### src/rtl/ext_out_port_if.sv
// Write channel from the CPU core into the external LED data port.
// The CPU side drives a byte with a valid flag; the port answers with ready.
interface ext_out_port_if;
    logic       WR_VALID;
    logic [7:0] WR_DATA;
    logic       WR_READY;

    modport master (
        output WR_VALID,
        output WR_DATA,
        input  WR_READY
    );

    modport slave (
        input  WR_VALID,
        input  WR_DATA,
        output WR_READY
    );
endinterface

### src/rtl/ext_out_port.sv
// CPU-side driver for the 8-bit external data bus feeding the two 7-segment
// LED digits. Bytes written by the CPU are queued in a small FIFO and each one
// is held on ExtD for HOLD_CYCLES clocks, so a burst of writes stays readable.
// When the queue runs dry the last byte remains on the bus.
module ext_out_port #(
    parameter int DEPTH       = 4,        // FIFO entries, power of two 2..16
    parameter int HOLD_CYCLES = 3300000   // clocks each byte stays on ExtD, >= 1
) (
    input  logic                   CLK_33,
    input  logic                   RST,
    ext_out_port_if.slave          wr,
    output logic [7:0]             ExtD,
    output logic                   BUSY,
    output logic [$clog2(DEPTH):0] LEVEL
);

    localparam int PTR_W = $clog2(DEPTH);
    localparam int LVL_W = PTR_W + 1;
    localparam int CNT_W = $clog2(HOLD_CYCLES + 1);

    localparam logic [CNT_W-1:0] HOLD_RELOAD = CNT_W'(HOLD_CYCLES - 1);
    localparam logic [LVL_W-1:0] FULL_LEVEL  = LVL_W'(DEPTH);

    typedef enum logic {
        IDLE,
        SHOW
    } state_t;

    state_t           state;
    logic [7:0]       mem [DEPTH];
    logic [PTR_W-1:0] wr_ptr;
    logic [PTR_W-1:0] rd_ptr;
    logic [CNT_W-1:0] hold_cnt;

    logic push;
    logic pop;
    logic not_empty;

    // Ready looks only at the registered level, so a full FIFO refuses a
    // write even on an edge where the display is about to pop an entry.
    assign wr.WR_READY = (LEVEL < FULL_LEVEL);
    assign not_empty   = (LEVEL != '0);
    assign push        = wr.WR_VALID && wr.WR_READY;

    // A byte leaves the queue when the display is idle, or when the current
    // byte has finished its hold window (back-to-back, no gap cycle).
    assign pop = not_empty && ((state == IDLE) || (hold_cnt == '0));

    // Byte storage: written at the tail on every accepted write.
    // NOTE: the storage array has no reset; the pointers and level alone
    // decide which entries are valid, so stale contents are never shown.
    always_ff @(posedge CLK_33) begin
        if (push) begin
            mem[wr_ptr] <= wr.WR_DATA;
        end
    end

    // Queue bookkeeping: head/tail pointers wrap modulo DEPTH, level tracks occupancy.
    // NOTE: all clocked state uses non-blocking assignments so every register
    // sees the values from before the edge, regardless of statement order.
    always_ff @(posedge CLK_33 or posedge RST) begin
        if (RST) begin
            wr_ptr <= '0;
            rd_ptr <= '0;
            LEVEL  <= '0;
        end else begin
            if (push) begin
                wr_ptr <= wr_ptr + PTR_W'(1);
            end
            if (pop) begin
                rd_ptr <= rd_ptr + PTR_W'(1);
            end
            case ({push, pop})
                2'b10:   LEVEL <= LEVEL + LVL_W'(1);
                2'b01:   LEVEL <= LEVEL - LVL_W'(1);
                default: LEVEL <= LEVEL;
            endcase
        end
    end

    // Display sequencer: loads the head byte onto ExtD and times its hold window.
    always_ff @(posedge CLK_33 or posedge RST) begin
        if (RST) begin
            state    <= IDLE;
            ExtD     <= 8'h00;
            BUSY     <= 1'b0;
            hold_cnt <= '0;
        end else begin
            case (state)
                IDLE: begin
                    if (pop) begin
                        ExtD     <= mem[rd_ptr];
                        hold_cnt <= HOLD_RELOAD;
                        BUSY     <= 1'b1;
                        state    <= SHOW;
                    end
                end
                SHOW: begin
                    if (hold_cnt != '0) begin
                        hold_cnt <= hold_cnt - CNT_W'(1);
                    end else if (pop) begin
                        ExtD     <= mem[rd_ptr];
                        hold_cnt <= HOLD_RELOAD;
                    end else begin
                        BUSY  <= 1'b0;
                        state <= IDLE;
                    end
                end
                default: begin
                    BUSY  <= 1'b0;
                    state <= IDLE;
                end
            endcase
        end
    end

endmodule

### src/flat_wrapper.sv
// flat-port wrapper written by rule: the top's interface ports become plain ports
module ext_out_port_flat 
#(
    parameter int DEPTH       = 4,                                           
    parameter int HOLD_CYCLES = 3300000                                          
)
  (CLK_33, RST, ExtD, BUSY, LEVEL, wr_WR_VALID, wr_WR_DATA, wr_WR_READY);
  ext_out_port_if wr_i ();
  input  logic CLK_33;
  input  logic RST;
  output logic [7:0] ExtD;
  output logic BUSY;
  output logic [$clog2(DEPTH):0] LEVEL;
  input wire logic [$bits(wr_i.WR_VALID)-1:0] wr_WR_VALID;
  input wire logic [$bits(wr_i.WR_DATA)-1:0] wr_WR_DATA;
  output wire logic [$bits(wr_i.WR_READY)-1:0] wr_WR_READY;
  assign wr_i.WR_VALID = wr_WR_VALID;
  assign wr_i.WR_DATA = wr_WR_DATA;
  assign wr_WR_READY = wr_i.WR_READY;
  ext_out_port #(.DEPTH(DEPTH), .HOLD_CYCLES(HOLD_CYCLES)) u_core (.CLK_33(CLK_33), .RST(RST), .wr(wr_i), .ExtD(ExtD), .BUSY(BUSY), .LEVEL(LEVEL));
endmodule
### config.mk
export PLATFORM = sky130hd
export DESIGN_NAME = ext_out_port_flat
export DESIGN_NICKNAME = d
export VERILOG_FILES = /design/src/rtl/ext_out_port_if.sv /design/src/rtl/ext_out_port.sv /design/src/flat_wrapper.sv
export SDC_FILE = /design/constraint.sdc
export NUM_CORES = 1
export LEC_CHECK = 0
export CAP_MARGIN = 20
export CORE_MARGIN = 4
export CORE_UTILIZATION = 58
export DETAILED_ROUTE_END_ITERATION = 7
export GPL_TIMING_DRIVEN = 0
export PLACE_DENSITY = 0.87
export SETUP_SLACK_MARGIN = 0.2
export SYNTH_ARGS = -nofsm -noshare
export SYNTH_HDL_FRONTEND = slang
export SYNTH_SLANG_ARGS = --single-unit
export TNS_END_PERCENT = 50
### constraint.sdc
create_clock -name CLK_33 -period 3.3 [get_ports CLK_33]
set_clock_uncertainty 0.05 [all_clocks]
set_input_delay 0.66 -clock CLK_33 [delete_from_list [all_inputs] [get_ports CLK_33]]
set_output_delay 0.66 -clock CLK_33 [all_outputs]
set_load 0.01 [all_outputs]
==> flow_metrics.tcl, run 1 <==
set metrics [dict create \
    antenna_violating_nets_post_route 0 \
    fp.dieH_um 82.94 \
    hold_buffer_count_at_cts 0 \
    max-slew-margin-rel 0.4624 \
    core_um2 5473 \
    numPortBuffers 23 \
    grt_use_total 0.2042 \
    power.total_mw 2.497 \
    cell_count_after_placement 348 \
    detailedRoute.firstPassIterationCount 6 \
    result_of_the_run "finished clean" \
    synth_top_cells_by_area "sky130_fd_sc_hd__dfrtp_1 30%, sky130_fd_sc_hd__edfxtp_1 30%, sky130_fd_sc_hd__mux4_2 5.5%" \
    fin_crit_ns 2.999 \
    crit_type "reg2reg" \
    cts.root.buffer_cell "sky130_fd_sc_hd__clkbuf_8" \
    yosysTopAreaCellShare 0.2997 \
    number_of_antenna_violations_at_the_first_check_in_global_routing 0 \
    totalWireLength_mm 6.493 \
    post_drt_wl_per_cell_um 17.50 \
    wl_met1_mm 2.617 \
    synth_cell_types 49 \
    worst_pin_slew_ns 0.8052 \
    synthDominantAreaCellType "sky130_fd_sc_hd__dfrtp_1" \
    synthesis.nets 272 \
    yosys_register_bits 71 \
    detailroute.wirelength.met3_um 319 \
    setup.worst_path.end_class "flip-flop" \
    clock_sinks 71 \
    critPathArrivalTime_ns 3.21 \
    cellPowerDensity_nw_per_um2 646.7 \
    place.gp.congestion 0.8668 \
    power.leakage_nw 1.466 \
    initialDrtViolationCount 153 \
    grt_setup_unrepaired "no" \
    number_of_synthesized_flops_with_an_enable_pin 32 \
    antenna_cells_inserted 0 \
    synth.cell_area_um2 3257 \
    finalCritPeriodShare 0.9088 \
    floorplan.die.width_um 82.94 \
    dp.final_hpwl_mm 4.188 \
    fin_tns_setup_ns 0 \
    area_growth_syn_to_layout_pct 18.56 \
    utilization 0.7055 \
    wire_length_of_the_first_global_routing_pass_mm 10.98 \
    synthArstFlopShare 0.5493 \
    worst-endpoint-required_ns 3.51 \
    cts_tree "built" \
    timing.critical_path.from_type "flip-flop" \
    finalHoldViolations 0 \
    cts_made_buffers 9 \
    ys_seq_area_frac 0.5947 \
    worst_path_most_repeated_cell "sky130_fd_sc_hd__inv_2" \
    io_pins 24 \
    clock_tree.buffer_depth 2 \
    clock.fmax_ghz 0.3334 \
    crit_chain "inv_2 -> ha_2 -> or4b_4 -> or3_4 -> o21ai_4 -> nand2_4 -> inv_2 -> ha_4 -> inv_2 -> fa_2 -> xor2_1 -> nor2_1 -> xnor2_1" \
    htree_levels 3 \
    number_of_standard_cells_in_the_layout_taps_in_and_fillers_out 371 \
    fraction_of_layout_cells_with_a_size_suffix_above_1 0.1973 \
    grt_start_max_net_pins 40 \
    post-route-drc-count 0 \
    ys_warn_count 0 \
    nets 314 \
    worst_ir_drop_vdd_v 0.0005242 \
    critical_path.top_delay_family "simple AND/OR/NAND/NOR gates" \
    fp-row-count 27 \
    die_area_um2 6878 \
    r2r_setup_slack_ns 0.30 \
    slowest_cell_on_the_critical_path "sky130_fd_sc_hd__or4b_4" \
    ys_dominant_reg_cell "sky130_fd_sc_hd__dfrtp_1" \
    vias 2205 \
    setup_viol 0 \
    synth_cells 253 \
    topRoutingLayerUsed "met4" \
    worstHoldPathType "reg2reg" \
    grt.overflow.total 0 \
    clock_edge_transition_at_the_registers_on_the_reported_setup_and_hold_paths_ns 0.07 \
    initial_utilization 0.5951 \
    worst_path_largest_cell_delay_ns 0.47 \
    max_cap_viol_count 0 \
    wl_met2_mm 3.409 \
    path_max_fanout 3 \
    detail_route.vias_per_cell 5.943 \
    synth.avg_cell_area_um2 12.87 \
    clock_insertion_delay_worst_skew_ns 0.35 \
    critical_path.n_buffers_inverters 3 \
    grt_pass1_vias 2272 \
    maxSlewViolCount 0 \
]
==> cell type report <==
type,count,area [µm²]
Sequential cell,71,1938
Tap cell,72,90.09
Timing Repair Buffer,31,290.3
Clock buffer,10,127.6
Inverter,14,52.55
Multi-Input combinational cell,158,1237
Buffer,10,51.30
Clock inverter,5,73.82
Fill cell,377,1612
==> cells in the mapped netlist (all sizes together), types with 5 or more instances <==
cell type,number
and2,5
o21ai,28
nor2,11
mux2,8
clkbuf,5
o41ai,5
edfxtp,32
buf,5
a31oi,8
inv,14
nand2,13
nor4,6
mux4,8
dfrtp,39
xnor2,5
nor3,13
ha,7
==> registers in the layout, indices dropped and copies added (netlist names) <==
register / flops
u_core.BUSY: 1
u_core.ExtD: 8
u_core.LEVEL: 3
u_core.hold_cnt: 22
u_core.mem: 32
u_core.rd_ptr: 2
u_core.state: 1
u_core.wr_ptr: 2
==> where the power goes <==
part	switching, mW	internal [mW]	total [mW]	leakage (nW)
Sequential	0.133	1.09	1.23	0.747
Clock	0.313	0.416	0.730	0.104
Combinational	0.293	0.249	0.542	0.616
==> through the flow <==
| stage | cell area (µm²) | hold WS, ns | setup slack [ns] |
|---|---|---|---|
| after CTS | 3814 | 0.4396 | 0.2255 |
| after floorplan | 3257 | 0.3907 | 0.3817 |
| after global placement | 3577 | 0.4142 | 0.1812 |
| after global routing | 3861 | 0.4530 | 0.1760 |
| after detailed placement | 3577 | 0.4236 | 0.1517 |
| final | 3861 | 0.4399 | 0.3010 |
==> path summary, 6_finish.rpt <==
check                                              start                       endpoint  cells after the start
max                         u_core.hold_cnt[0]$_DFF_PP0_    u_core.LEVEL[2]$_DFFE_PP0P_                     13
min                        u_core.hold_cnt[21]$_DFF_PP0_  u_core.hold_cnt[21]$_DFF_PP0_                      1
max reg2reg                 u_core.hold_cnt[0]$_DFF_PP0_    u_core.LEVEL[2]$_DFFE_PP0P_                     13
min reg2reg                u_core.hold_cnt[21]$_DFF_PP0_  u_core.hold_cnt[21]$_DFF_PP0_                      1
max in group asynchronous                            RST   u_core.hold_cnt[0]$_DFF_PP0_                      2
min in group asynchronous                            RST  u_core.hold_cnt[15]$_DFF_PP0_                      2
==> cells by family (layout without fill, tap and decap cells) <==
group,after synthesis,count (layout),synth area share
DFF,71,71,0.5947
and+or+nand+nor,69,69,0.1206
AOI/OAI and AO/OA,55,55,0.1072
buffers and inverters,24,70,0.03189
muxes,20,20,0.09643
adders and majority gates,8,8,0.03304
xor gates and xnor gates,6,6,0.01614
==> what timing repair did <==
item / 4_1_cts / 5_1_grt
pin swaps: 4 / 6
setup buffers: 4 / 4
setup endpoints to repair: 1 / 1
gates resized for setup: 2 / 8
==> cell usage in the layout, fill, tap and decap left out, drive strengths merged, types with 5 or more instances in the layout <==
| cell | instances |
|---|---|
| dfrtp | 39 |
| edfxtp | 32 |
| o21ai | 28 |
| clkdlybuf4s50 | 23 |
| clkbuf | 15 |
| inv | 14 |
| nand2 | 13 |
| nor3 | 13 |
| buf | 13 |
| nor2 | 11 |
| mux4 | 8 |
| a31oi | 8 |
| mux2 | 8 |
| ha | 7 |
| nor4 | 6 |
| xnor2 | 5 |
| o41ai | 5 |
| and2 | 5 |
==> per-layer routing <==
| layer | track usage | vias up |
|---|---|---|
| li1 | - | 1032 |
| met1 | 0.2513 | 1073 |
| met2 | 0.3513 | 83 |
| met3 | 0.03671 | 17 |
| met4 | 0.09064 | 0 |
| met5 | 0 | - |
==> worst register-to-register path, cell delays in order (launching register included) <==
cell,delay [ns]
sky130_fd_sc_hd__dfrtp_2,0.41
sky130_fd_sc_hd__inv_2,0.07
sky130_fd_sc_hd__ha_2,0.17
sky130_fd_sc_hd__or4b_4,0.47
sky130_fd_sc_hd__or3_4,0.42
sky130_fd_sc_hd__o21ai_4,0.20
sky130_fd_sc_hd__nand2_4,0.07
sky130_fd_sc_hd__inv_2,0.06
sky130_fd_sc_hd__ha_4,0.13
sky130_fd_sc_hd__inv_2,0.04
sky130_fd_sc_hd__fa_2,0.37
sky130_fd_sc_hd__xor2_1,0.14
sky130_fd_sc_hd__nor2_1,0.15
sky130_fd_sc_hd__xnor2_1,0.15
Note: power is estimated with default switching activity, not from simulation.
==> inputs of run 2 (changes only) <==
Settings changed: CORE_UTILIZATION 58 to 60, CTS_BUF_LIST set to sky130_fd_sc_hd__clkbuf_8, PLACE_DENSITY 0.87 to 0.89.
==> flow_metrics.tcl, run 2 (synthesized netlist as in run 1, its figures left out) <==
set metrics [dict create \
    worstHoldPathType "reg2reg" \
    grt.overflow.total 0 \
    vias 2363 \
    number_of_antenna_violations_at_the_first_check_in_global_routing 0 \
    worst_pin_slew_ns 0.8369 \
    die_area_um2 6671 \
    grt_setup_unrepaired "no" \
    largest_reg_flops 32 \
    totalWireLength_mm 7.827 \
    hold_buffer_count_at_cts 0 \
    final_cell_mix "37 x sky130_fd_sc_hd__dfrtp_1, 32 x sky130_fd_sc_hd__edfxtp_1, 23 x sky130_fd_sc_hd__clkdlybuf4s50_1" \
    area_growth_syn_to_layout_pct 18.79 \
    layout.area.seq_um2 1939 \
    clock_sinks 71 \
    r2r_setup_slack_ns 0.27 \
    number_of_standard_cells_in_the_layout_taps_in_and_fillers_out 369 \
    nets 313 \
    floorplan.die.width_um 81.68 \
    io_pins 24 \
    max-slew-margin-rel 0.4413 \
    clock_edge_transition_at_the_registers_on_the_reported_setup_and_hold_paths_ns 0.08 \
    grt_use_total 0.2502 \
    critPathArrivalTime_ns 3.27 \
    dp.final_hpwl_mm 4.465 \
    place.gp.congestion 0.8848 \
    core_um2 5172 \
    clock_insertion_delay_worst_skew_ns 0.37 \
    cts_made_buffers 9 \
    antenna_cells_inserted 0 \
    most_frequent_standard_cell_in_the_layout_excluding_fill_and_tap_cells "sky130_fd_sc_hd__dfrtp_1" \
    wire_length_of_the_first_global_routing_pass_mm 12.07 \
    fin_crit_ns 3.025 \
    detail_route.vias_per_cell 6.404 \
    finalCritPeriodShare 0.9167 \
    registers.top_by_ff_count "u_core.mem" \
    clock_tree.buffer_depth 2 \
    worst-endpoint-required_ns 3.54 \
    fin_worst_hold_slack_ns 0.4656 \
    timing.final.ws_setup_ns 0.2748 \
    finalHoldViolations 0 \
    setup.worst_path.end_class "flip-flop" \
    clock.fmax_ghz 0.3306 \
    path_max_fanout 3 \
    multi_input_area_um2 1247 \
    initialDrtViolationCount 224 \
    worst_ir_drop_vdd_v 0.0006110 \
    fraction_of_layout_cells_with_a_size_suffix_above_1 0.2040 \
    result_of_the_run "finished clean" \
    fp-row-count 26 \
    power.leakage_nw 1.465 \
    maxSlewViolCount 0 \
    timing.critical_path.from_type "flip-flop" \
    grt_pass1_vias 2386 \
    crit_type "reg2reg" \
    layout.filler_cells 290 \
    numPortBuffers 23 \
    cts.root.buffer_cell "sky130_fd_sc_hd__clkbuf_8" \
    post_drt_wl_per_cell_um 21.21 \
    cts_tree "built" \
    fin_tns_setup_ns 0 \
    cellPowerDensity_nw_per_um2 663.3 \
    post-route-drc-count 0 \
    regs_by_ff_count "u_core.mem (32), u_core.hold_cnt (22), u_core.ExtD (8)" \
    antenna_violating_nets_post_route 0 \
    fp.dieH_um 81.68 \
    detailedRoute.firstPassIterationCount 6 \
    dpl_ws_ns 0.09557 \
    cell_count_after_placement 346 \
    max_cap_viol_count 0 \
    initial_utilization 0.6297 \
    grt_start_max_net_pins 40 \
    setup_viol 0 \
    htree_levels 3 \
]
run 2: through the flow:
step                      power [mW]  cell area (µm²)  utilization
final                          2.566             3869       0.7479
after global routing           2.681             3869       0.7479
after CTS                      2.531             3821       0.7388
after detailed placement       1.759             3575       0.6911
after global placement         1.711             3575       0.6911
after floorplan                1.551             3257            -
run 2: timing repair:
item	in CTS	in global routing
endpoints found under the setup margin	1	1
resized for setup	4	7
setup buffers	4	3
pin swaps	2	6
run 2: worst max-delay path: stages, from the launching register on:
cell	delay, ns
sky130_fd_sc_hd__dfrtp_2	0.43
sky130_fd_sc_hd__inv_2	0.08
sky130_fd_sc_hd__ha_4	0.13
sky130_fd_sc_hd__or4b_4	0.48
sky130_fd_sc_hd__or3_4	0.43
sky130_fd_sc_hd__o21ai_4	0.17
sky130_fd_sc_hd__nand2_4	0.08
sky130_fd_sc_hd__inv_2	0.07
sky130_fd_sc_hd__ha_4	0.13
sky130_fd_sc_hd__inv_1	0.05
sky130_fd_sc_hd__fa_2	0.39
sky130_fd_sc_hd__xor2_1	0.19
sky130_fd_sc_hd__nor2_1	0.09
sky130_fd_sc_hd__xnor2_1	0.17
run 2: worst paths after layout:
| path | start | to | cells after the start |
|---|---|---|---|
| setup / recovery | u_core.hold_cnt[1]$_DFF_PP0_ | u_core.LEVEL[2]$_DFFE_PP0P_ | 13 |
| hold / removal | u_core.ExtD[7]$_DFFE_PP0P_ | u_core.ExtD[7]$_DFFE_PP0P_ | 1 |
| setup reg to reg | u_core.hold_cnt[1]$_DFF_PP0_ | u_core.LEVEL[2]$_DFFE_PP0P_ | 13 |
| hold reg to reg | u_core.ExtD[7]$_DFFE_PP0P_ | u_core.ExtD[7]$_DFFE_PP0P_ | 1 |
| max in group asynchronous | RST | u_core.hold_cnt[0]$_DFF_PP0_ | 2 |
| min in group asynchronous | RST | u_core.LEVEL[0]$_DFFE_PP0P_ | 2 |
run 2: final cells by class:
| class | count | area share |
|---|---|---|
| buffer | 10 | 0.01326 |
| clock buffer | 9 | 0.03202 |
| clock inverter | 7 | 0.02167 |
| inverter | 14 | 0.01358 |
| multi-input combinational | 158 | 0.3224 |
| sequential | 71 | 0.5013 |
| tap | 70 | 0.02264 |
| timing repair buffer | 30 | 0.07309 |
run 2: power breakdown:
part	switching (mW)	internal, mW	total, mW
Clock	0.378	0.364	0.743
Combinational	0.323	0.262	0.585
Sequential	0.145	1.09	1.24
run 2: metal layers:
layer	GRT usage	share of wire	routed length, µm
met2	0.4137	0.50	3915
met1	0.3094	0.39	3091
met5	0	0	0
met3	0.06140	0.077	602
met4	0.1213	0.028	218
==> inputs of run 3 (changes only) <==
Settings changed: CELL_PAD_IN_SITES_DETAIL_PLACEMENT set to 1, CELL_PAD_IN_SITES_GLOBAL_PLACEMENT set to 1, CORE_UTILIZATION 60 to 50, PLACE_DENSITY 0.89 to 0.9, SETUP_SLACK_MARGIN 0.2 to unset.
==> flow_metrics.tcl, run 3 (synthesized netlist as in run 1, its figures left out) <==
set metrics [dict create \
    crit_chain "inv_1 -> ha_1 -> or4b_4 -> or3_4 -> o21ai_4 -> nand2_4 -> inv_1 -> ha_2 -> inv_1 -> fa_1 -> xor2_1 -> nor2_1 -> xnor2_1" \
    antenna_cells_inserted 0 \
    clock_insertion_delay_worst_skew_ns 0.37 \
    reg2regPathDepth 13 \
    hold_buffer_count_at_cts 0 \
    post-route-drc-count 0 \
    power.total_mw 2.631 \
    power.leakage_nw 1.488 \
    number_of_antenna_violations_at_the_first_check_in_global_routing 0 \
    die_area_um2 7869 \
    worstHoldPathType "reg2reg" \
    hold_path.startpoint "u_core.hold_cnt[21]$_DFF_PP0_" \
    regs_by_ff_count "u_core.mem (32), u_core.hold_cnt (22), u_core.ExtD (8)" \
    critical_path.top_delay_family "simple AND/OR/NAND/NOR gates" \
    worst_ir_drop_vdd_v 0.0005012 \
    clock_sinks 71 \
    floorplan.die.width_um 88.71 \
    setup.worst_path.end_class "flip-flop" \
    fin_tns_setup_ns 0 \
    final_cell_mix "37 x sky130_fd_sc_hd__dfrtp_1, 32 x sky130_fd_sc_hd__edfxtp_1, 23 x sky130_fd_sc_hd__clkdlybuf4s50_1" \
    area_growth_syn_to_layout_pct 19.55 \
    finalCritPeriodShare 0.9674 \
    io_pins 24 \
    timing.critical_path.from_type "flip-flop" \
    post_drt_wl_per_cell_um 23.74 \
    regToRegStartpoint "u_core.hold_cnt[0]$_DFF_PP0_" \
    fraction_of_layout_cells_with_a_size_suffix_above_1 0.1954 \
    crit_cells 13 \
    max_cap_viol_count 0 \
    largest_reg_flops 32 \
    cts_tree "built" \
    detail_route.vias_per_cell 6.470 \
    critical_path.n_buffers_inverters 3 \
    core_um2 6350 \
    grt_use_total 0.2360 \
    nets 316 \
    worst_path_largest_cell_delay_ns 0.50 \
    numPortBuffers 23 \
    registers.top_by_ff_count "u_core.mem" \
    cts.root.buffer_cell "sky130_fd_sc_hd__clkbuf_8" \
    grt.overflow.total 0 \
    crit_type "reg2reg" \
    worst_pin_slew_ns 0.8731 \
    clock_tree.buffer_depth 2 \
    maxSlewViolCount 0 \
    antenna_violating_nets_post_route 0 \
    setup_viol 0 \
    dp.final_hpwl_mm 5.610 \
    number_of_cells_traversed_by_the_worst_hold_path 1 \
    cellPowerDensity_nw_per_um2 675.6 \
    fp.dieH_um 88.71 \
    most_frequent_standard_cell_in_the_layout_excluding_fill_and_tap_cells "sky130_fd_sc_hd__dfrtp_1" \
    place.gp.congestion 0.8139 \
    clock.fmax_ghz 0.3133 \
    cts_made_buffers 9 \
    grt_start_max_net_pins 40 \
    clock_edge_transition_at_the_registers_on_the_reported_setup_and_hold_paths_ns 0.09 \
    worst_path_most_repeated_cell "sky130_fd_sc_hd__inv_1" \
    slowest_cell_on_the_critical_path "sky130_fd_sc_hd__or4b_4" \
    vias 2452 \
    wire_length_of_the_first_global_routing_pass_mm 13.51 \
    totalWireLength_mm 8.996 \
    max-slew-margin-rel 0.4171 \
    fin_worst_hold_slack_ns 0.4510 \
    detailedRoute.firstPassIterationCount 5 \
    fin_crit_ns 3.192 \
    hold-path-endpoint "u_core.hold_cnt[21]$_DFF_PP0_" \
    grt_pass1_vias 2501 \
    path_max_fanout 8 \
    finalHoldViolations 0 \
    fp-row-count 29 \
    htree_levels 3 \
    initial_utilization 0.5129 \
    worst-endpoint-required_ns 3.53 \
    critPathArrivalTime_ns 3.43 \
    r2r_setup_slack_ns 0.11 \
    critical_path.reg2reg.endpoint "u_core.LEVEL[2]$_DFFE_PP0P_" \
    initialDrtViolationCount 186 \
    result_of_the_run "finished clean" \
]
run 3: metrics by stage:
stage	std cells	utilization	instance area, µm²	setup WS (ns)
final	379	0.6132	3894	0.1077
after global routing	379	0.6132	3894	-0.04478
after CTS	369	0.6000	3810	0.002915
after detailed placement	353	0.5643	3583	0.05640
after global placement	353	0.5643	3583	0.1250
after floorplan	253	-	3257	0.3817
run 3: final cells by class:
type / instances / area [µm²]
buffer: 10 / 51.30
clock buffer: 9 / 123.9
clock inverter: 7 / 102.6
fill: 620 / 2456
inverter: 14 / 52.55
multi-input combinational: 158 / 1222
sequential: 71 / 1939
tap: 77 / 96.34
timing repair buffer: 33 / 305.3
run 3: per-layer routing:
metal	share of wire	global-route usage
met1	0.37	0.2813
met2	0.53	0.4049
met3	0.056	0.04190
met4	0.047	0.1264
met5	0	0
run 3: worst max-delay path by stage:
stage,startpoint,end,slack (ns)
CTS,u_core.hold_cnt[0]$_DFF_PP0_,u_core.LEVEL[2]$_DFFE_PP0P_,0.003
detailed placement,u_core.hold_cnt[0]$_DFF_PP0_,u_core.LEVEL[2]$_DFFE_PP0P_,0.06
floorplan,u_core.hold_cnt[0]$_DFF_PP0_,u_core.LEVEL[2]$_DFFE_PP0P_,0.38
global placement,u_core.hold_cnt[0]$_DFF_PP0_,u_core.LEVEL[2]$_DFFE_PP0P_,0.12
global route,u_core.hold_cnt[0]$_DFF_PP0_,u_core.LEVEL[2]$_DFFE_PP0P_,-0.04
finish,u_core.hold_cnt[0]$_DFF_PP0_,u_core.LEVEL[2]$_DFFE_PP0P_,0.11
run 3: power by group:
group | total, mW | switching, mW | internal [mW] | leakage (nW)
registers | 1.25 | 0.155 | 1.09 | 0.746
clock network | 0.828 | 0.391 | 0.436 | 0.111
logic | 0.554 | 0.307 | 0.247 | 0.631
total | 2.63 | 0.854 | 1.78 | 1.49
run 3: timing repair:
item | CTS | global route
endpoints found under the hold margin | 0 | 0
setup buffers | 0 | 10
setup endpoints to repair | 0 | 1
gates resized for setup | 0 | 4
==> edit 1 (settings of run 2) <==
Make the reset (`RST`) synchronous in 2 clocked blocks.
--- a/src/rtl/ext_out_port.sv
+++ b/src/rtl/ext_out_port.sv
@@ -59,5 +59,5 @@
     // NOTE: all clocked state uses non-blocking assignments so every register
     // sees the values from before the edge, regardless of statement order.
-    always_ff @(posedge CLK_33 or posedge RST) begin
+    always_ff @(posedge CLK_33) begin
         if (RST) begin
             wr_ptr <= '0;
@@ -80,5 +80,5 @@
 
     // Display sequencer: loads the head byte onto ExtD and times its hold window.
-    always_ff @(posedge CLK_33 or posedge RST) begin
+    always_ff @(posedge CLK_33) begin
         if (RST) begin
             state    <= IDLE;
Behaviour: differs if RST is asserted again (counterexample within 4 cycles, from zero or initial values and one cycle with RST high); with RST held inactive, the same outputs for 10 cycles.
==> edit 1 against run 2 <==
  * Area after synthesis is 1.3% lower
  * Sequential share of layout area decreased by 3.1 points
  * Final area down 1.7%
  * Global-route usage shrank 1.3 points
  * Final cell count grew 8.4%
  * Utilization fell by 0.84 points
  * Setup slack worse by 0.18 ns
  * Wire length shrank 12%
  * Fmax shrank 5.7%
  * Sequential cell count grew 2
  * Critical endpoint is now u_core.LEVEL[2]$_SDFFE_PP0P_
  * Highest routed layer unchanged
Power is not compared: it rests on default switching activity, and its combinational part moved more than twofold at a synthesized area within 25%.
==> edit 1: results <==
{
  "status": "finished, final reports clean",
  "synth_edf_count": 32,
  "cp_slowest_stage_delay_ns": 0.52,
  "clk_latency_ns": 0.35,
  "final_nets": 344,
  "gp_congestion": 0.905,
  "synthAdderAreaFrac_pct": 3.35,
  "largestRegisters": "u_core.mem x32, u_core.hold_cnt x22, u_core.ExtD x8",
  "numPortBuffers": 23,
  "grt_pass1_vias": 2491,
  "placedInstanceArea_um2": 3550,
  "synth.mux.area_fraction_pct": 5.61,
  "cts-root-buf": "clkbuf_8",
  "synth_compound_area_share_pct": 13.2,
  "place_ws_ns": -0.0791,
  "synth_xor_area_share_pct": 1.91,
  "rows": 26,
  "grt_max_degree": 14,
  "slew-limit-headroom_pct": 34.1,
  "detail_route.wl_per_cell_um": 17.2,
  "ys_async_sr_fraction_pct": 0,
  "synth_ff_type": "dfxtp_1",
  "crit_path_top_delay_cell": "or4_4",
  "drt_iter0_drc": 200,
  "peakVddDrop_uv": 492,
  "firstDrtPassIters": 5,
  "antenna_found_initial": 0,
  "path_max_fanout": 2,
  "place_inst": 378,
  "routed_via_density": 6.16,
  "drive_above_1_share_pct": 15.2,
  "yosysWarnings": 0,
  "cts_inserted_buffers": 9,
  "synth_seq_area_share_pct": 55.4,
  "final_cells": 400,
  "dp_hpwl_um": 4670,
  "cts.clk_slew.worst_paths_ns": 0.08,
  "synth.distinct_cells": 47,
  "synth_common_cells": "41 x dfxtp_1, 32 x edfxtp_1, 28 x nor2_1",
  "synth_area_leaders": "edfxtp_1 30%, dfxtp_1 26%, mux4_2 5.6%",
  "synth.avg_cell_area_um2": 11.3,
  "grt_pass1_wl_um": 11500,
  "syn_nets": 304,
  "grt_usage_pct": 23.7,
  "clk_path_buf_depth": 2,
  "diodes": 0,
  "hold_path_class": "register to register",
  "htreeDepth": 3,
  "leakage_uw": 0.00130
}
[edit 1: where the power goes]
group / switching, uW / total (uW) / internal (uW) / leakage, uW
combinational: 862 / 1610 / 747 / 0.000590
clock: 337 / 607 / 271 / 0.0000807
sequential: 187 / 1360 / 1170 / 0.000632
[edit 1: cell type report]
cell class | instances | area [um2]
sequential | 73 | 1790
timing repair buffer | 29 | 275
clock buffer | 9 | 124
inverter | 10 | 37.5
tap | 70 | 87.6
clock inverter | 7 | 47.5
multi-input combinational | 189 | 1360
fill | 365 | 1340
buffer | 13 | 82.6
[edit 1: path summary, 6_finish.rpt]
path | start | endpoint | slack, ns | depth (start not counted)
worst min-delay path | u_core.ExtD[3]$_SDFFE_PP0P_ | u_core.ExtD[3]$_SDFFE_PP0P_ | 0.43 | 2
worst max register to register | u_core.hold_cnt[12]$_SDFF_PP0_ | u_core.LEVEL[2]$_SDFFE_PP0P_ | 0.09 | 13
worst min register to register | u_core.ExtD[3]$_SDFFE_PP0P_ | u_core.ExtD[3]$_SDFFE_PP0P_ | 0.43 | 2
worst max-delay path | u_core.hold_cnt[12]$_SDFF_PP0_ | u_core.LEVEL[2]$_SDFFE_PP0P_ | 0.09 | 13
[edit 1: layer usage]
layer	vias to the layer above	part of all wire (%)	track usage, %
li1	1150	-	-
met1	1202	39	26.0
met2	92	53	42.7
met3	19	6.3	7.87
met4	0	2.0	8.11
met5	-	0	0
[edit 1: timing repair]
| action | 4_1_cts | 5_1_grt |
|---|---|---|
| setup endpoints to repair | 2 | 2 |
| resized for setup | 7 | 2 |
| buffers inserted | 6 | 0 |
| pin swaps | 1 | 1 |
[edit 1: worst max-delay path, delay by kind of cell, from the launching register on]
family,cells,cell delay [ns]
AOI/OAI and AO/OA,2,0.27
xor gates and xnor gates,1,0.16
adders and majority gates,2,0.45
buffers and inverters,5,0.53
DFF,1,0.35
and+or+nand+nor,3,1.33
[edit 1: stage by stage]
stage          hold slack (ns)  power (uW)  utilization, %  setup TNS (ns)
3_5_place_dp             0.422        2830            69.2         -0.0791
4_1_cts                  0.432        3560            73.9               0
5_1_grt                  0.454        3820            74.0               0
6_report                 0.430        3570            74.0               0
3_3_place_gp             0.414        2770            69.2         -0.0178
2_1_floorplan            0.404        2390               -               0
[edit 1: kinds of logic after synthesis]
| group | count (synthesis) |
|---|---|
| and+or+nand+nor | 102 |
| DFF | 73 |
| AOI/OAI and AO/OA | 64 |
| buffers and inverters | 23 |
| muxes | 8 |
| adders and majority gates | 8 |
| xor gates and xnor gates | 7 |
==> edit 2 (config.mk and constraints of run 2) <==
Made on the original files. `HOLD_CYCLES` is set to 3300000 in 2 places; all go to 6600000.
--- a/src/rtl/ext_out_port.sv
+++ b/src/rtl/ext_out_port.sv
@@ -5,5 +5,5 @@
 module ext_out_port #(
     parameter int DEPTH       = 4,        // FIFO entries, power of two 2..16
-    parameter int HOLD_CYCLES = 3300000   // clocks each byte stays on ExtD, >= 1
+    parameter int HOLD_CYCLES = 6600000   // clocks each byte stays on ExtD, >= 1
 ) (
     input  logic                   CLK_33,
--- a/src/flat_wrapper.sv
+++ b/src/flat_wrapper.sv
@@ -3,5 +3,5 @@
 #(
     parameter int DEPTH       = 4,                                           
-    parameter int HOLD_CYCLES = 3300000                                          
+    parameter int HOLD_CYCLES = 6600000                                          
 )
   (CLK_33, RST, ExtD, BUSY, LEVEL, wr_WR_VALID, wr_WR_DATA, wr_WR_READY);
Formal check against the unedited RTL: same outputs for any inputs over 10 cycles, from zero or initial values and one cycle with RST high; that may be too few to reach the edited logic, so the function may still have changed.
==> edit 2 against run 2 <==
  * Area after synthesis grew 1.2%
  * Sequential power grew 3%
  * Final area up 1.5%
  * First-iteration DRC count is 12% higher
  * Global-route usage is 1.5 points lower
  * Final cell count unchanged
  * Wire length is 4.8% lower
  * Sequential cell count grew 1
  * Setup slack improved by 0.013 ns
  * Critical endpoint unchanged
  * Power increased by 2.4%
==> edit 2: results <==
{
  "grt_usage_pct": 23.5,
  "drc": 0,
  "min_to": "u_core.hold_cnt[17]$_DFF_PP0_",
  "use_met2_pct": 40.1,
  "clk_path_buf_depth": 2,
  "synth_edf_count": 32,
  "synth_seq_area_share_pct": 59.6,
  "path_max_fanout": 9,
  "worstRegToRegCells": 12,
  "r2r-start": "u_core.hold_cnt[12]$_DFF_PP0_",
  "hold_path_class": "register to register",
  "met3_usage_pct": 4.01,
  "htreeDepth": 3,
  "leakage_uw": 0.00150,
  "grt_pass1_wl_um": 11600,
  "hold_depth": 1,
  "numPortBuffers": 23,
  "routed.top_layer": "met4",
  "yosysWarnings": 0,
  "peakVddDrop_uv": 542,
  "gp_congestion": 0.792,
  "syn_nets": 271,
  "cts.clk_slew.worst_paths_ns": 0.08,
  "diodes": 0,
  "status": "finished, final reports clean",
  "routed_via_density": 6.36,
  "dr_wl_met3_um": 422,
  "filler_cell_count": 323,
  "wl_met1_um": 2830,
  "grt_pass1_vias": 2235,
  "min_from": "u_core.hold_cnt[17]$_DFF_PP0_",
  "firstDrtPassIters": 5,
  "drive_above_1_share_pct": 22.4,
  "wl_met2_um": 3960,
  "ys_async_sr_fraction_pct": 55.6,
  "dp_hpwl_um": 4440,
  "postCtsSetupBuffers": 2,
  "detail_route.wl_per_cell_um": 20.2,
  "largestRegisters": "u_core.mem x32, u_core.hold_cnt x23, u_core.ExtD x8",
  "placedInstanceArea_um2": 3610,
  "clk_latency_ns": 0.34,
  "drt_iter0_drc": 250,
  "slew-limit-headroom_pct": 42.9,
  "grt_max_degree": 41,
  "synth.distinct_cells": 54,
  "ff2ff_setup_slack_ns": 0.29,
  "synth_area_leaders": "dfrtp_1 30%, edfxtp_1 29%, mux4_2 5.5%",
  "swShare_pct": 32.1,
  "cts-root-buf": "clkbuf_8",
  "critPathKind": "register to register",
  "cts_inserted_buffers": 9,
  "synth_common_cells": "40 x dfrtp_1, 32 x edfxtp_1, 14 x a21oi_1, 14 x o21ai_0",
  "post_cts_resized": 5,
  "grt_use_met1_pct": 29.8,
  "antenna_found_initial": 0,
  "synthMostInstantiatedCell": "dfrtp_1"
}
## edit 2: final cells by class
| type | count | area share [%] |
|---|---|---|
| inverter | 13 | 1.31 |
| sequential | 72 | 50.0 |
| clock inverter | 7 | 1.98 |
| multi-input combinational | 157 | 31.9 |
| tap | 70 | 2.23 |
| timing repair buffer | 31 | 7.39 |
| clock buffer | 9 | 3.15 |
| buffer | 10 | 2.01 |
## edit 2: through the flow
step                worst slack [ns]  cells  hold WS (ns)  utilization, %
floorplan                      0.324    252         0.394               -
global placement              0.0854    345         0.421            69.4
detailed placement            0.0233    345         0.425            69.4
CTS                            0.217    363         0.438            73.9
global route                   0.182    369         0.465            75.4
finish                         0.288    369         0.439            75.4
## edit 2: critical path, cell delays in order, from the launching register on
cell and delay (ns):
dfrtp_2 0.43, or4_4 0.51, or3_1 0.33, buf_6 0.15
o31ai_4 0.30, nand2_4 0.11, inv_4 0.08, ha_4 0.15
inv_1 0.05, fa_1 0.37, xor2_1 0.15, nor2_1 0.13
xnor2_1 0.12
## edit 2: power groups by stage
stage          Clock [uW]  Sequential (uW)  Combinational (uW)
6_report              705             1280                 643
3_3_place_gp            0             1260                 569
3_5_place_dp            0             1280                 603
2_1_floorplan           0             1260                 403
4_1_cts               702             1270                 621
5_1_grt               758             1300                 709
## edit 2: cells by family (layout without fill, tap and decap cells)
logic type | count (synthesis) | count (layout) | share of synthesized area (%)
buffers and inverters | 23 | 70 | 3.76
AND/OR/NAND/NOR | 68 | 68 | 11.4
flip-flops | 72 | 72 | 59.6
adder cells (fa/ha/maj) | 8 | 8 | 3.27
multiplexers | 18 | 18 | 8.81
AO/OA/AOI/OAI | 53 | 53 | 10.6
XOR/XNOR | 10 | 10 | 2.66
